<file path="src/rtl/output_signature_unit.sv">
// rtl/output_signature_unit.sv - windowed MISR signature and toggle-count capture of a DUT output bus
// Define OUTSIG_TOGGLE_EN to build the toggle accumulator; otherwise io_toggles is tied to 0.
module output_signature_unit #(
  parameter int                   DATA_WIDTH = 222,
  parameter int                   SIG_WIDTH  = 32,
  parameter int                   CNT_WIDTH  = 16,
  parameter int                   TOG_WIDTH  = 32,
  parameter logic [SIG_WIDTH-1:0] POLY       = 32'h04C11DB7,
  parameter logic [SIG_WIDTH-1:0] SEED       = 32'hFFFFFFFF
) (
  input  logic                  clock,
  input  logic                  reset,
  input  logic                  io_start,
  input  logic [CNT_WIDTH-1:0]  io_num_cycles,
  input  logic [DATA_WIDTH-1:0] io_data,
  input  logic                  io_ack,
  output logic                  io_busy,
  output logic                  io_done,
  output logic [SIG_WIDTH-1:0]  io_sig,
  output logic [TOG_WIDTH-1:0]  io_toggles
);

  localparam int NUM_CHUNKS = (DATA_WIDTH + SIG_WIDTH - 1) / SIG_WIDTH;
  localparam int PAD_WIDTH  = NUM_CHUNKS * SIG_WIDTH;

  typedef enum logic [1:0] {ST_IDLE, ST_RUN, ST_DONE} state_t;

  state_t                 state_q;
  logic [CNT_WIDTH-1:0]   remaining_q;
  logic [SIG_WIDTH-1:0]   sig_q;
  logic [SIG_WIDTH-1:0]   sig_d;
  logic [SIG_WIDTH-1:0]   fold;
  logic [PAD_WIDTH-1:0]   data_pad;
  logic                   busy_q;
  logic                   done_q;

  // The bus is zero-padded up to a whole number of chunks before folding.
  always_comb begin
    data_pad                   = '0;
    data_pad[DATA_WIDTH-1:0]   = io_data;
    fold                       = '0;
    for (int c = 0; c < NUM_CHUNKS; c++) begin
      fold = fold ^ data_pad[c*SIG_WIDTH +: SIG_WIDTH];
    end
    sig_d = {sig_q[SIG_WIDTH-2:0], 1'b0} ^ (sig_q[SIG_WIDTH-1] ? POLY : '0) ^ fold;
  end

  always_ff @(posedge clock) begin
    if (reset) begin
      state_q     <= ST_IDLE;
      remaining_q <= '0;
      sig_q       <= '0;
      busy_q      <= 1'b0;
      done_q      <= 1'b0;
    end else begin
      case (state_q)
        ST_IDLE: begin
          if (io_start) begin
            sig_q <= SEED;
            if (io_num_cycles != '0) begin
              remaining_q <= io_num_cycles;
              state_q     <= ST_RUN;
              busy_q      <= 1'b1;
            end else begin
              state_q <= ST_DONE;
              done_q  <= 1'b1;
            end
          end
        end
        ST_RUN: begin
          sig_q       <= sig_d;
          remaining_q <= remaining_q - CNT_WIDTH'(1);
          if (remaining_q == CNT_WIDTH'(1)) begin
            state_q <= ST_DONE;
            busy_q  <= 1'b0;
            done_q  <= 1'b1;
          end
        end
        ST_DONE: begin
          // Ack takes priority over a simultaneous start; the start is dropped.
          if (io_ack) begin
            state_q <= ST_IDLE;
            done_q  <= 1'b0;
          end
        end
        default: begin
          state_q <= ST_IDLE;
          busy_q  <= 1'b0;
          done_q  <= 1'b0;
        end
      endcase
    end
  end

  assign io_busy = busy_q;
  assign io_done = done_q;
  assign io_sig  = sig_q;

`ifdef OUTSIG_TOGGLE_EN
  localparam int POP_W = $clog2(DATA_WIDTH + 1);
  localparam int SUM_W = TOG_WIDTH + 1;

  logic [DATA_WIDTH-1:0] prev_q;
  logic [DATA_WIDTH-1:0] diff;
  logic [POP_W-1:0]      pop;
  logic [SUM_W-1:0]      tog_sum;
  logic [TOG_WIDTH-1:0]  tog_q;
  logic [TOG_WIDTH-1:0]  tog_d;

  always_comb begin
    diff = io_data ^ prev_q;
    pop  = '0;
    for (int i = 0; i < DATA_WIDTH; i++) begin
      pop = pop + POP_W'(diff[i]);
    end
    tog_sum = {1'b0, tog_q} + SUM_W'(pop);
    tog_d   = tog_sum[TOG_WIDTH] ? '1 : tog_sum[TOG_WIDTH-1:0];
  end

  always_ff @(posedge clock) begin
    if (reset) begin
      prev_q <= '0;
      tog_q  <= '0;
    end else if (state_q == ST_IDLE && io_start) begin
      prev_q <= '0;
      tog_q  <= '0;
    end else if (state_q == ST_RUN) begin
      prev_q <= io_data;
      tog_q  <= tog_d;
    end
  end

  assign io_toggles = tog_q;
`else
  assign io_toggles = '0;
`endif

endmodule

</file>
<file path="config.mk">
export PLATFORM = sky130hd
export DESIGN_NAME = output_signature_unit
export DESIGN_NICKNAME = d
export VERILOG_FILES = /design/src/rtl/output_signature_unit.sv
export SDC_FILE = /design/constraint.sdc
export NUM_CORES = 1
export LEC_CHECK = 0
export CAP_MARGIN = 15
export CORE_AREA = 2 2 121 123
export CTS_BUF_LIST = sky130_fd_sc_hd__clkbuf_16
export CTS_CLUSTER_DIAMETER = 120
export CTS_CLUSTER_SIZE = 25
export DETAILED_ROUTE_END_ITERATION = 16
export DIE_AREA = 0 0 123 125
export HOLD_SLACK_MARGIN = 0.12
export PLACE_DENSITY = 0.81
export REMOVE_ABC_BUFFERS = 1
export SLEW_MARGIN = 10
export SYNTH_ARGS = -nofsm -noshare
export SYNTH_HDL_FRONTEND = slang
export SYNTH_SLANG_ARGS = --single-unit
export TNS_END_PERCENT = 20
</file>
<file path="constraint.sdc">
create_clock -name clock -period 3.2 [get_ports clock]
set_input_delay 0.32 -clock clock [delete_from_list [all_inputs] [get_ports clock]]
set_output_delay 0.32 -clock clock [all_outputs]
set_load 0.05 [all_outputs]
</file>
==> metrics.md <==
| Metric | Value |
|---|---|
| Status | finished, final reports clean |
| CORE AREA | 14,200 um2 |
| Post-synth EDFFs | 0 |
| Commonest cells after routing, fill and taps aside | clkdlybuf4s50_1 (274), xnor2_1 (220), dfxtp_1 (52) |
| # port buffers | 275 |
| Filler cells | 1,338 |
| Shortest period the worst path allows | 2.211 ns |
| Number of synthesis warnings | 0 |
| Slew @ Worst Pin | 0.6890 ns |
| CTS tree | done |
| Final HPWL DP | between 10,000 and 15,000 um |
| CP max-delay cell | o31a_1 |
| Die H | 125 um |
| Netlist Area Pre-Place | between 4000 and 5000 um2 |
| Via Count | between 4,000 and 5,000 |
| Wirelength, routed | roughly 14,000 um |
| Total CTS buffers | 5 |
| Rows | 44 |
| Post-cts sizing count | 0 |
| # setup viols final | 0 |
| Tcrit/Tclk final | approximately 69% |
| # hold bufs at CTS | 0 |
| Wire length per cell | 14.21 um |
| Clock-pin slew on the worst setup and hold paths | 0.07 ns |
| Largest net degree at the start of global routing | about 40 |
| Root Driver | clkbuf_16 |
| Placed instance area | 7426 um2 |
| CP Buf/Inv Count | 0 |
| Final Max Slew Viols | 0 |
| Hold Slack | 0.4848 ns |
| Max Fclk | 452.3 MHz |
| Hold WC Path Type | reg -> reg |
| P&R area growth vs syn | 64.50% |
| Vias/cell | 4.525 |
| Clock H-tree levels | 2 |
| Final ANT Viol Nets | 0 |
| Distinct cell type count after synthesis | 44 |
| Yosys reg bits | 52 |
| CP max stage delay | 0.62 ns |
| Chip width | 123 um |
| Async set or reset register ratio after synthesis | 0% |
| Final setup margin | 0.9890 ns |
| Leakage | 2.640 nW |
| CP cell instances | nor2_1 > nor2_4 > o31a_1 > nand2_1 > a32o_1 |
| Maximum clock path buffer count | 2 |
| Max cap viols | 0 |
| Worst Clk Skew | about 0.0052 ns |
| Share of cells above drive strength 1 | approximately 2.6% |
| CP Max Fanout | 19 |
| Initial antenna violation count | 0 |
| Die area | 15,380 um2 |
| Worst path top cell family by delay | compound AO/OA/AOI/OAI gates |
| Crit path DAT | 2.39 ns |
| Crit path capture type | flip-flop |
| Post-Syn Area per Cell | between 8 and 9 um2 |
| Pre-CTS setup slack | 0.7750 ns |
| Most used DFF post-synth | dfxtp_1 |
| Postcts setup bufs | 0 |
| Crit path launch type | flip-flop |
| Starting density of the core | about 32% |
| Max VDD drop | approximately 0.00022 V |
| Final hold violation count | 0 |
| Final Wtd Congestion | around 0.85 |
| Num ports | about 300 |
| Slew HR | 54.07% |
| CP Class | reg -> reg |
| Worst skew pair latency | 0.29 ns |
| Setup TNS | 0 ns |
| RSZ-0062 raised after global routing | false |
| Most common cell after layout, fill and taps aside | clkdlybuf4s50_1 |
| Final nets | ~1,100 |
| Residual DRC | 0 |
| # diodes | 0 |
| Number of clock sinks | 52 |
| Finished Cell Area | 7560 um2 |
| Synthesized instance count | between 500 and 600 |
| Final Util | 53.22% |
| Global-route wire length before repair | between 20,000 and 25,000 um |
| Gr usage total | 18.62% |
| Drt first-iter violations | roughly 360 |
| DRT Pass-1 Iters | 4 |
| CP required | around 3.4 ns |
| Sequential area share after synthesis | 22.65% |
| Power Dens Cells | between 400 and 500 nW/um2 |
| Total grt overflow | 0 |
| Number of global-route vias before repair | about 4,600 |
-- registers in the layout, indices dropped and copies added, names as in the netlist --
| signal | flops |
|---|---|
| io_sig | 32 |
| remaining_q | 16 |
| state_q | 2 |
| io_busy | 1 |
| io_done | 1 |
-- where the power goes --
group / leakage (nW) / switching (mW) / internal [mW] / total [mW]
Clock: 0.0709 / 0.235 / 0.282 / 0.517
Combinational: 2.14 / 0.996 / 0.954 / 1.95
Sequential: 0.433 / 0.106 / 0.751 / 0.857
-- synthesized netlist by cell type (4+ instances only) --
library cell  count  share of area, %
a21oi_1          22               2.4
a211oi_1         37               6.0
dfxtp_1          52                23
nor2_1           47               3.8
inv_1             4              0.33
o21ai_1          10               1.1
o21ai_0           8              0.87
nor4_1            6              0.82
nor3_1            8              0.87
xnor2_1         220                42
xor2_1           15               2.9
nand2_1          26               2.1
clkbuf_1         16               1.3
buf_4            32               5.2
nand3_1           4              0.44
-- cell families after synthesis --
| family | after synthesis | share of synthesized area (%) |
|---|---|---|
| xor gates and xnor gates | 235 | 44.79 |
| and+or+nand+nor | 106 | 10.59 |
| AOI/OAI and AO/OA | 94 | 13.80 |
| buffers and inverters | 59 | 7.541 |
| DFF | 52 | 22.65 |
| adders and majority gates | 2 | 0.5444 |
| other | 1 | 0.08160 |
-- layout make-up --
class,instances,area [um2],share of cell area [%]
timing repair buffer,282,2800,37.04
clock buffer,5,125.1,1.655
sequential,52,1041,13.77
multi-input combinational,469,3339,44.17
tap,184,230.2,3.045
inverter,4,15.01,0.1986
clock inverter,2,8.758,0.1159
-- final timing paths --
check,startpoint,end,slack [ns],depth (start not counted)
worst min register to register,io_busy,io_busy,0.48,2
worst max register to register,state_q[0],remaining_q[8],0.99,5
worst max-delay path,state_q[0],remaining_q[8],0.99,5
worst min-delay path,io_busy,io_busy,0.48,2
-- metal layers --
metal	GRT usage (%)	vias up	share of wire (%)
met5	0	-	0
met2	34.71	173	53
met4	3.275	0	0.93
met3	3.832	10	7.1
li1	-	2294	-
met1	21.83	2039	39
-- worst register-to-register path, cell delays in order (launching register included) --
cell and delay (ns):
dfxtp_1 0.52, nor2_1 0.13, nor2_4 0.45, o31a_1 0.62
nand2_1 0.11, a32o_1 0.28
-- metrics by stage --
step,instances,power (mW)
2_1_floorplan,525,2.137
3_3_place_gp,991,2.802
3_5_place_dp,991,2.828
4_1_cts,998,3.360
5_1_grt,998,3.536
6_report,998,3.324
(Power assumes the default switching activity.)
